===== src/rtl/morse_tx_sequencer.sv =====
`default_nettype none
// ============================================================================
//  Module   : morse_tx_sequencer
//  Purpose  : Plays one Morse character from a left-aligned unit pattern.
//             Each pattern bit keys the tone for UNIT_DIV clock cycles. A
//             silent gap of GAP_UNITS units follows, and then a one-cycle
//             done pulse. A character can be cancelled with abort.
//  Ports    : CLK      - clock, all state changes on the rising edge
//             RST      - synchronous active-low reset
//             start    - transmit request, accepted only while ready=1
//             abort    - cancel the character in progress
//             patron   - 27-bit unit pattern, MSB first (bit 26 goes out first)
//             longitud - number of units to send, clamped to 27
//             key      - registered tone enable
//             ready    - idle and able to accept start
//             busy     - sending a pattern or its trailing gap
//             done     - one-cycle pulse after a normally completed character
//  Revision : 1.0 - initial release
// ============================================================================
module morse_tx_sequencer #(
   parameter int unsigned UNIT_DIV  = 25_000_000,
   parameter int unsigned GAP_UNITS = 3
) (
   input  logic        CLK,
   input  logic        RST,
   input  logic        start,
   input  logic        abort,
   input  logic [26:0] patron,
   input  logic [4:0]  longitud,
   output logic        key,
   output logic        ready,
   output logic        busy,
   output logic        done
);

   localparam logic [24:0] c_unit_last = 25'(UNIT_DIV - 1);
   localparam logic [2:0]  c_gap_last  = 3'(GAP_UNITS - 1);
   localparam logic [4:0]  c_max_len   = 5'd27;

   typedef enum logic [1:0] {
      ST_IDLE = 2'd0,
      ST_SEND = 2'd1,
      ST_GAP  = 2'd2
   } state_t;

   state_t      r_state,     w_state_nxt;
   logic [26:0] r_shadow,    w_shadow_nxt;
   logic [4:0]  r_remaining, w_remaining_nxt;
   logic [24:0] r_count,     w_count_nxt;
   logic [2:0]  r_gap_cnt,   w_gap_cnt_nxt;
   logic        r_key,       w_key_nxt;
   logic        r_done,      w_done_nxt;

   logic        w_unit_wrap;
   logic [4:0]  w_len_clamped;

   assign w_unit_wrap   = (r_count == c_unit_last);
   assign w_len_clamped = (longitud > c_max_len) ? c_max_len : longitud;

   // ------------------------------------------------------------------------
   // State register
   // ------------------------------------------------------------------------
   always_ff @(posedge CLK) begin
      if (!RST) begin
         r_state     <= ST_IDLE;
         r_shadow    <= '0;
         r_remaining <= '0;
         r_count     <= '0;
         r_gap_cnt   <= '0;
         r_key       <= 1'b0;
         r_done      <= 1'b0;
      end else begin
         r_state     <= w_state_nxt;
         r_shadow    <= w_shadow_nxt;
         r_remaining <= w_remaining_nxt;
         r_count     <= w_count_nxt;
         r_gap_cnt   <= w_gap_cnt_nxt;
         r_key       <= w_key_nxt;
         r_done      <= w_done_nxt;
      end
   end

   // ------------------------------------------------------------------------
   // Next-state logic. The key is registered, so the value computed here is
   // the level the key takes during the following cycle: on capture it is
   // the first pattern bit, and on a unit wrap it is the bit that is about
   // to move into position 26.
   // ------------------------------------------------------------------------
   always_comb begin
      w_state_nxt     = r_state;
      w_shadow_nxt    = r_shadow;
      w_remaining_nxt = r_remaining;
      w_count_nxt     = r_count;
      w_gap_cnt_nxt   = r_gap_cnt;
      w_key_nxt       = 1'b0;
      w_done_nxt      = 1'b0;

      case (r_state)
         ST_IDLE: begin
            if (start && !abort) begin
               w_shadow_nxt    = patron;
               w_remaining_nxt = w_len_clamped;
               w_count_nxt     = '0;
               w_gap_cnt_nxt   = '0;
               if (w_len_clamped != 5'd0) begin
                  w_state_nxt = ST_SEND;
                  w_key_nxt   = patron[26];
               end else begin
                  w_state_nxt = ST_GAP;
               end
            end
         end

         ST_SEND: begin
            if (abort) begin
               w_state_nxt     = ST_IDLE;
               w_shadow_nxt    = '0;
               w_remaining_nxt = '0;
               w_count_nxt     = '0;
               w_gap_cnt_nxt   = '0;
            end else if (w_unit_wrap) begin
               w_count_nxt     = '0;
               w_shadow_nxt    = {r_shadow[25:0], 1'b0};
               w_remaining_nxt = r_remaining - 5'd1;
               if (r_remaining == 5'd1) begin
                  w_state_nxt   = ST_GAP;
                  w_gap_cnt_nxt = '0;
               end else begin
                  w_key_nxt = r_shadow[25];
               end
            end else begin
               w_count_nxt = r_count + 25'd1;
               w_key_nxt   = r_shadow[26];
            end
         end

         ST_GAP: begin
            // The gap length is counted in whole units. This keeps the unit
            // counter at 25 bits even when GAP_UNITS*UNIT_DIV would overflow it.
            if (abort) begin
               w_state_nxt     = ST_IDLE;
               w_shadow_nxt    = '0;
               w_remaining_nxt = '0;
               w_count_nxt     = '0;
               w_gap_cnt_nxt   = '0;
            end else if (w_unit_wrap) begin
               w_count_nxt = '0;
               if (r_gap_cnt == c_gap_last) begin
                  w_state_nxt   = ST_IDLE;
                  w_gap_cnt_nxt = '0;
                  w_done_nxt    = 1'b1;
               end else begin
                  w_gap_cnt_nxt = r_gap_cnt + 3'd1;
               end
            end else begin
               w_count_nxt = r_count + 25'd1;
            end
         end

         default: begin
            w_state_nxt     = ST_IDLE;
            w_shadow_nxt    = '0;
            w_remaining_nxt = '0;
            w_count_nxt     = '0;
            w_gap_cnt_nxt   = '0;
         end
      endcase
   end

   assign key   = r_key;
   assign done  = r_done;
   assign ready = (r_state == ST_IDLE);
   assign busy  = (r_state != ST_IDLE);

endmodule
`default_nettype wire


===== config.mk =====
export PLATFORM = sky130hd
export DESIGN_NAME = morse_tx_sequencer
export DESIGN_NICKNAME = d
export VERILOG_FILES = /design/src/rtl/morse_tx_sequencer.sv
export SDC_FILE = /design/constraint.sdc
export NUM_CORES = 1
export LEC_CHECK = 0
export CORE_UTILIZATION = 25
export CTS_BUF_LIST = sky130_fd_sc_hd__clkbuf_4
export CTS_CLUSTER_DIAMETER = 150
export DETAILED_ROUTE_END_ITERATION = 7
export GPL_TIMING_DRIVEN = 0
export PLACE_DENSITY_LB_ADDON = 0.05
export SLEW_MARGIN = 30
export SYNTH_ARGS = -nofsm -noshare
export SYNTH_HDL_FRONTEND = slang
export SYNTH_SLANG_ARGS = --single-unit

===== constraint.sdc =====
create_clock -name CLK -period 2.25 [get_ports CLK]
set_clock_uncertainty 0.05 [all_clocks]
set_input_delay 0.45 -clock CLK [delete_from_list [all_inputs] [get_ports CLK]]
set_output_delay 0.45 -clock CLK [all_outputs]
set_load 0.01 [all_outputs]

## Word level (Yosys, flattened, before mapping)

Cells that the tools add are included.

- Input port bits: 36
- Output and inout bits: 4
- Register bits: 64

- Reduce and logical (&&, ||, !) cells: 10
- Muxes and demuxes: 39
- Equality and inequality tests: 11
- $add $sub $neg: 3
- Bitwise operators: 3
- $lt $le $gt $ge: 1

Operator list:

| kind | number |
|---|---|
| $mux 27 | 4 |
| $pmux 27 s3 | 1 |
| $mux 25 | 3 |
| $pmux 25 s2 | 1 |
| $add 25x1->25 const B | 1 |
| $eq 25x25->1 const B | 1 |
| $mux 5 | 5 |
| $mux 3 | 7 |
| $mux 2 | 8 |
| $pmux 5 s3 | 1 |
| $ne 3x3->1 const B | 4 |
| $pmux 3 s3 | 1 |
| $mux 1 | 6 |
| $pmux 2 s3 | 1 |
| $eq 5x1->1 const B | 1 |
| $gt 5x5->1 const B | 1 |
| $reduce_and 5->1 | 1 |
| $reduce_bool 5->1 | 1 |
| $sub 5x1->5 const B | 1 |
| $reduce_and 4->1 | 1 |
| $reduce_or 4->1 | 1 |
| $add 3x1->3 const B | 1 |
| $eq 3x2->1 const B | 1 |
| $not 1->1 | 3 |
| other kinds (11) | 11 |

## Depth between registers and ports, before layout

- Word-level depth: 6
- Gate-level depth with buffers: 9
- Depth with buffers taken out: 8

## Worst setup path before layout

No wires, ideal clock.

- Path type: reg2reg
- Start point: register r_state[0]
- End point: register r_count[14]
- Period minus slack after synthesis: 2,104 ps
- Arrival time: 1,990 ps
- Buffers on the path: 1
- Setup slack: 146 ps
- Cell stages (with the launch flop): 9
- Setup time: 64 ps
- Cell sequence: dfxtp_1 -> inv_1 -> ha_1 -> clkbuf_8 -> a211oi_1 -> and2_1 -> nor4b_1 -> a21oi_1 -> nor2_1

RTL lines:

| element | RTL line | RTL |
|---|---|---|
| start, declared | 46 | `state_t r_state, w_state_nxt;` |
| start signal, assigned | 73 | `r_state <= w_state_nxt;` |
| $logic_not 2->1 (*) | n/a |  |
| named net ready | 31 | `output logic ready,` |
| $pmux 25 s2 or $ne 2x1->1 (tied branches) | n/a |  |
| end signal, assigned | 76 | `r_count <= w_count_nxt;` |
| end, declared | 49 | `logic [24:0] r_count, w_count_nxt;` |

Mark *: on every way through the listed nets, which the timed path passes. The rest lies on a longest branch.
A chain may end at the register's enable or synchronous reset.

## Final worst setup path

- Start point: register r_count[8]
- End point: register r_state[0]

- Longest elaborated chain between the ends: 3

RTL lines:

| element | RTL line | RTL |
|---|---|---|
| $eq 25x25->1 (*) | 57 | `assign w_unit_wrap = (r_count == c_unit_last);` |
| $ne 3x3->1 (no source line) | n/a |  |
| $reduce_and 5->1 (no source line) (*) | n/a |  |

Mark *: on every way between the ends. The rest lies on a longest branch, timed or not.

==> impl_metrics.json <==
{
  "status": "complete, no violations",
  "fin_crit_sh_pct": 96.4,
  "n_antenna_cell": 0,
  "nFillCells": 1367,
  "use_met2_pct": 23.7,
  "async_reset_ff_share_pct": 0,
  "synth_common_cells": "dfxtp_1 (64), nor2_1 (60), nand2_1 (28), a22oi_1 (25), a211oi_1 (23)",
  "r2r-start": "r_count[8]",
  "final_util_pct": 33.3,
  "ctsHoldBuffers": 0,
  "ir_drop_mv": 0.672,
  "p_per_area_nw_per_um2": 1210,
  "synth_xor_area_share_pct": 5.39,
  "drv_cap": 0,
  "ys_types": 59,
  "netlist.area_leader.share_pct": 39.4,
  "dpl.hpwl_um": 6670,
  "grt_busiest_layer": "met2",
  "die_height_um": 116,
  "cts_tree": "done",
  "overflow": 0,
  "root_buffer": "clkbuf_4",
  "stdcell_count": 606,
  "routedWlPerCell_um": 15.5,
  "slew_viol_final": 0,
  "layout_min_cycle_time_ps": 2170,
  "core_um2": 12700,
  "synth_top_family_by_area": "simple AND/OR/NAND/NOR gates",
  "synth_top_cell_by_area": "dfxtp_1",
  "numClockSinks": 64,
  "syn_inst": 374,
  "dr_total_vias": 2946,
  "hold_viol": 0,
  "numCtsBuffers": 9,
  "dp.cells": 585,
  "min-delay-start": "r_shadow[0]",
  "crit_path_max_fanout": 6,
  "syn_area_per_cell_um2": 8.69,
  "vias_per_cell": 4.86,
  "grt_pass1_wl_um": 15500,
  "finalSetupViolations": 0,
  "cts_buffer_depth": 2,
  "postLayoutCellArea_um2": 4220,
  "whs_ps": 424,
  "synth_fp_nets": 416,
  "arrival_ps": 2500,
  "holdPathStages": 2,
  "grtUsageMet1_pct": 20.2,
  "first_pass_iters": 4,
  "first_global_vias": 2893,
  "synth-seq-cells": 64,
  "ant_nets": 0,
  "crit_start": "r_count[8]",
  "clk_pin_slew_ps": 110,
  "synth_compound_area_share_pct": 21.4,
  "insertion_delay_ps": 440,
  "gp_congestion": 0.763,
  "synthFlopType": "dfxtp_1",
  "clock.fmax_mhz": 461,
  "antenna_found_initial": 0,
  "crit_path_start_kind": "register",
  "endpoint_kind": "register",
  "synthAdderAreaFrac_pct": 2.31,
  "pin_count": 40,
  "synth-seq-area-share_pct": 39.4,
  "drcViolationCount": 0,
  "track_usage_pct": 15.2,
  "grt_max_degree": 11,
  "synthMuxAreaShare_pct": 0.308,
  "use_met3_pct": 4.45,
  "dieArea_um2": 13500,
  "drive_above_1_share_pct": 16.8,
  "r2r_cells": 6,
  "critPathKind": "register to register",
  "relSlewSlack_pct": 61.9,
  "start_util_pct": 25.7,
  "rrSetupSlack_ps": 80,
  "yosys_warnings": 0,
  "finalWirelength_um": 9370,
  "r2r-end": "r_state[0]",
  "dpl_cell_area_um2": 3860,
  "synthSimpleGateAreaFrac_pct": 26.2,
  "tightestPinTransition_ps": 571,
  "power_leakage_uw": 0.00153,
  "min_to": "r_shadow[0]",
  "fin_nets": 471,
  "detail_route.iter0.violations": 145,
  "min_path_type": "register to register",
  "h-tree-depth": 3,
  "worstPathRequired_ps": 2580,
  "rsz0062_at_grt": "yes",
  "syn_area_um2": 3250,
  "yosysMostFrequentCell": "dfxtp_1",
  "portBuffers": 39,
  "dieWidth_um": 116,
  "core.rowCount": 41,
  "synth-edff-count": 0,
  "synth_area_leaders": "dfxtp_1 (39%), nor2_1 (6.9%), a22oi_1 (5.8%)",
  "syn_to_final_growth_pct": 29.9
}
state kept, by name, indices dropped and copies added, names as in the netlist:
| name | count |
|---|---|
| r_gap_cnt | 3 |
| r_shadow | 27 |
| key | 1 |
| r_count | 25 |
| done | 1 |
| r_state | 2 |
| r_remaining | 5 |
cells by family (layout without fill, tap and decap cells):
logic type | after synthesis | in the layout
adders and majority gates | 6 | 6
buffers and inverters | 30 | 90
xor gates and xnor gates | 20 | 20
AOI/OAI and AO/OA | 96 | 96
and+or+nand+nor | 157 | 157
muxes | 1 | 1
DFF | 64 | 64
how the worst max path moves through the flow:
stage / endpoint / slack, ps
2_1_floorplan: r_count[14] / 150
3_3_place_gp: r_count[14] / -870
3_5_place_dp: r_count[13] / -620
4_1_cts: r_count[14] / -40
5_1_grt: r_state[1] / -20
6_report: r_state[0] / 80
where the power goes:
| part | internal (µW) | switching [µW] |
|---|---|---|
| Sequential | 1450 | 196 |
| Combinational | 1120 | 1400 |
| Clock | 484 | 446 |
through the flow:
step	power [µW]	TNS [ps]	worst slack, ps
after floorplan	3180	0	146
after global placement	3850	-26370	-867
after detailed placement	3870	-23170	-616
after CTS	5020	-59.5	-36.0
after global routing	5510	-28.4	-17.1
final	5100	0	80.6
cell usage in the layout, fill, tap and decap left out, types with 3 or more instances in the layout:
cell             instances
a211oi_1                22
a21oi_1                 11
a22oi_1                 25
and2_1                   3
and3_1                   4
buf_2                    5
buf_4                    4
buf_6                    5
clkbuf_1                 6
clkbuf_2                 3
clkbuf_4                14
clkdlybuf4s50_1         38
dfxtp_1                 57
dfxtp_2                  7
ha_1                     4
inv_1                    5
nand2_1                 27
nand2b_1                 3
nand3_1                 13
nand4_1                  6
nand4b_1                 4
nor2_1                  59
nor3_1                   6
nor3b_1                  3
nor4b_1                  3
o211a_1                  5
o21ai_0                 12
or4_1                    3
xnor2_1                  6
xor2_1                  14
metal layers:
metal  up-vias  routed length (µm)
met5         -                   0
met4         0                 106
met3         7                 313
met2        39                4340
met1      1426                4620
li1       1474                   -
worst max-delay path, cell delays in order, from the launching register on:
cell and delay, ps:
dfxtp_2 380, or4_1 550, nor3_2 160, nand4b_1 220
a221oi_4 410, mux2i_1 220, and2_1 130
final cells by class:
type | instances | area, µm² | share of cell area [%]
Sequential cell | 64 | 1290 | 30.5
Clock buffer | 12 | 90.1 | 2.13
Buffer | 24 | 190 | 4.50
Clock inverter | 4 | 68.8 | 1.63
Timing Repair Buffer | 44 | 437 | 10.3
Inverter | 6 | 22.5 | 0.533
Tap cell | 172 | 215 | 5.10
Multi-Input combinational cell | 280 | 1910 | 45.2
timing repair:
item                       CTS  global route
setup endpoints to repair   41            60
gates cloned                 1             1
setup buffers                1             2
resized for setup           18            32
pin swaps                    2             6
(Power assumes the default switching activity.)
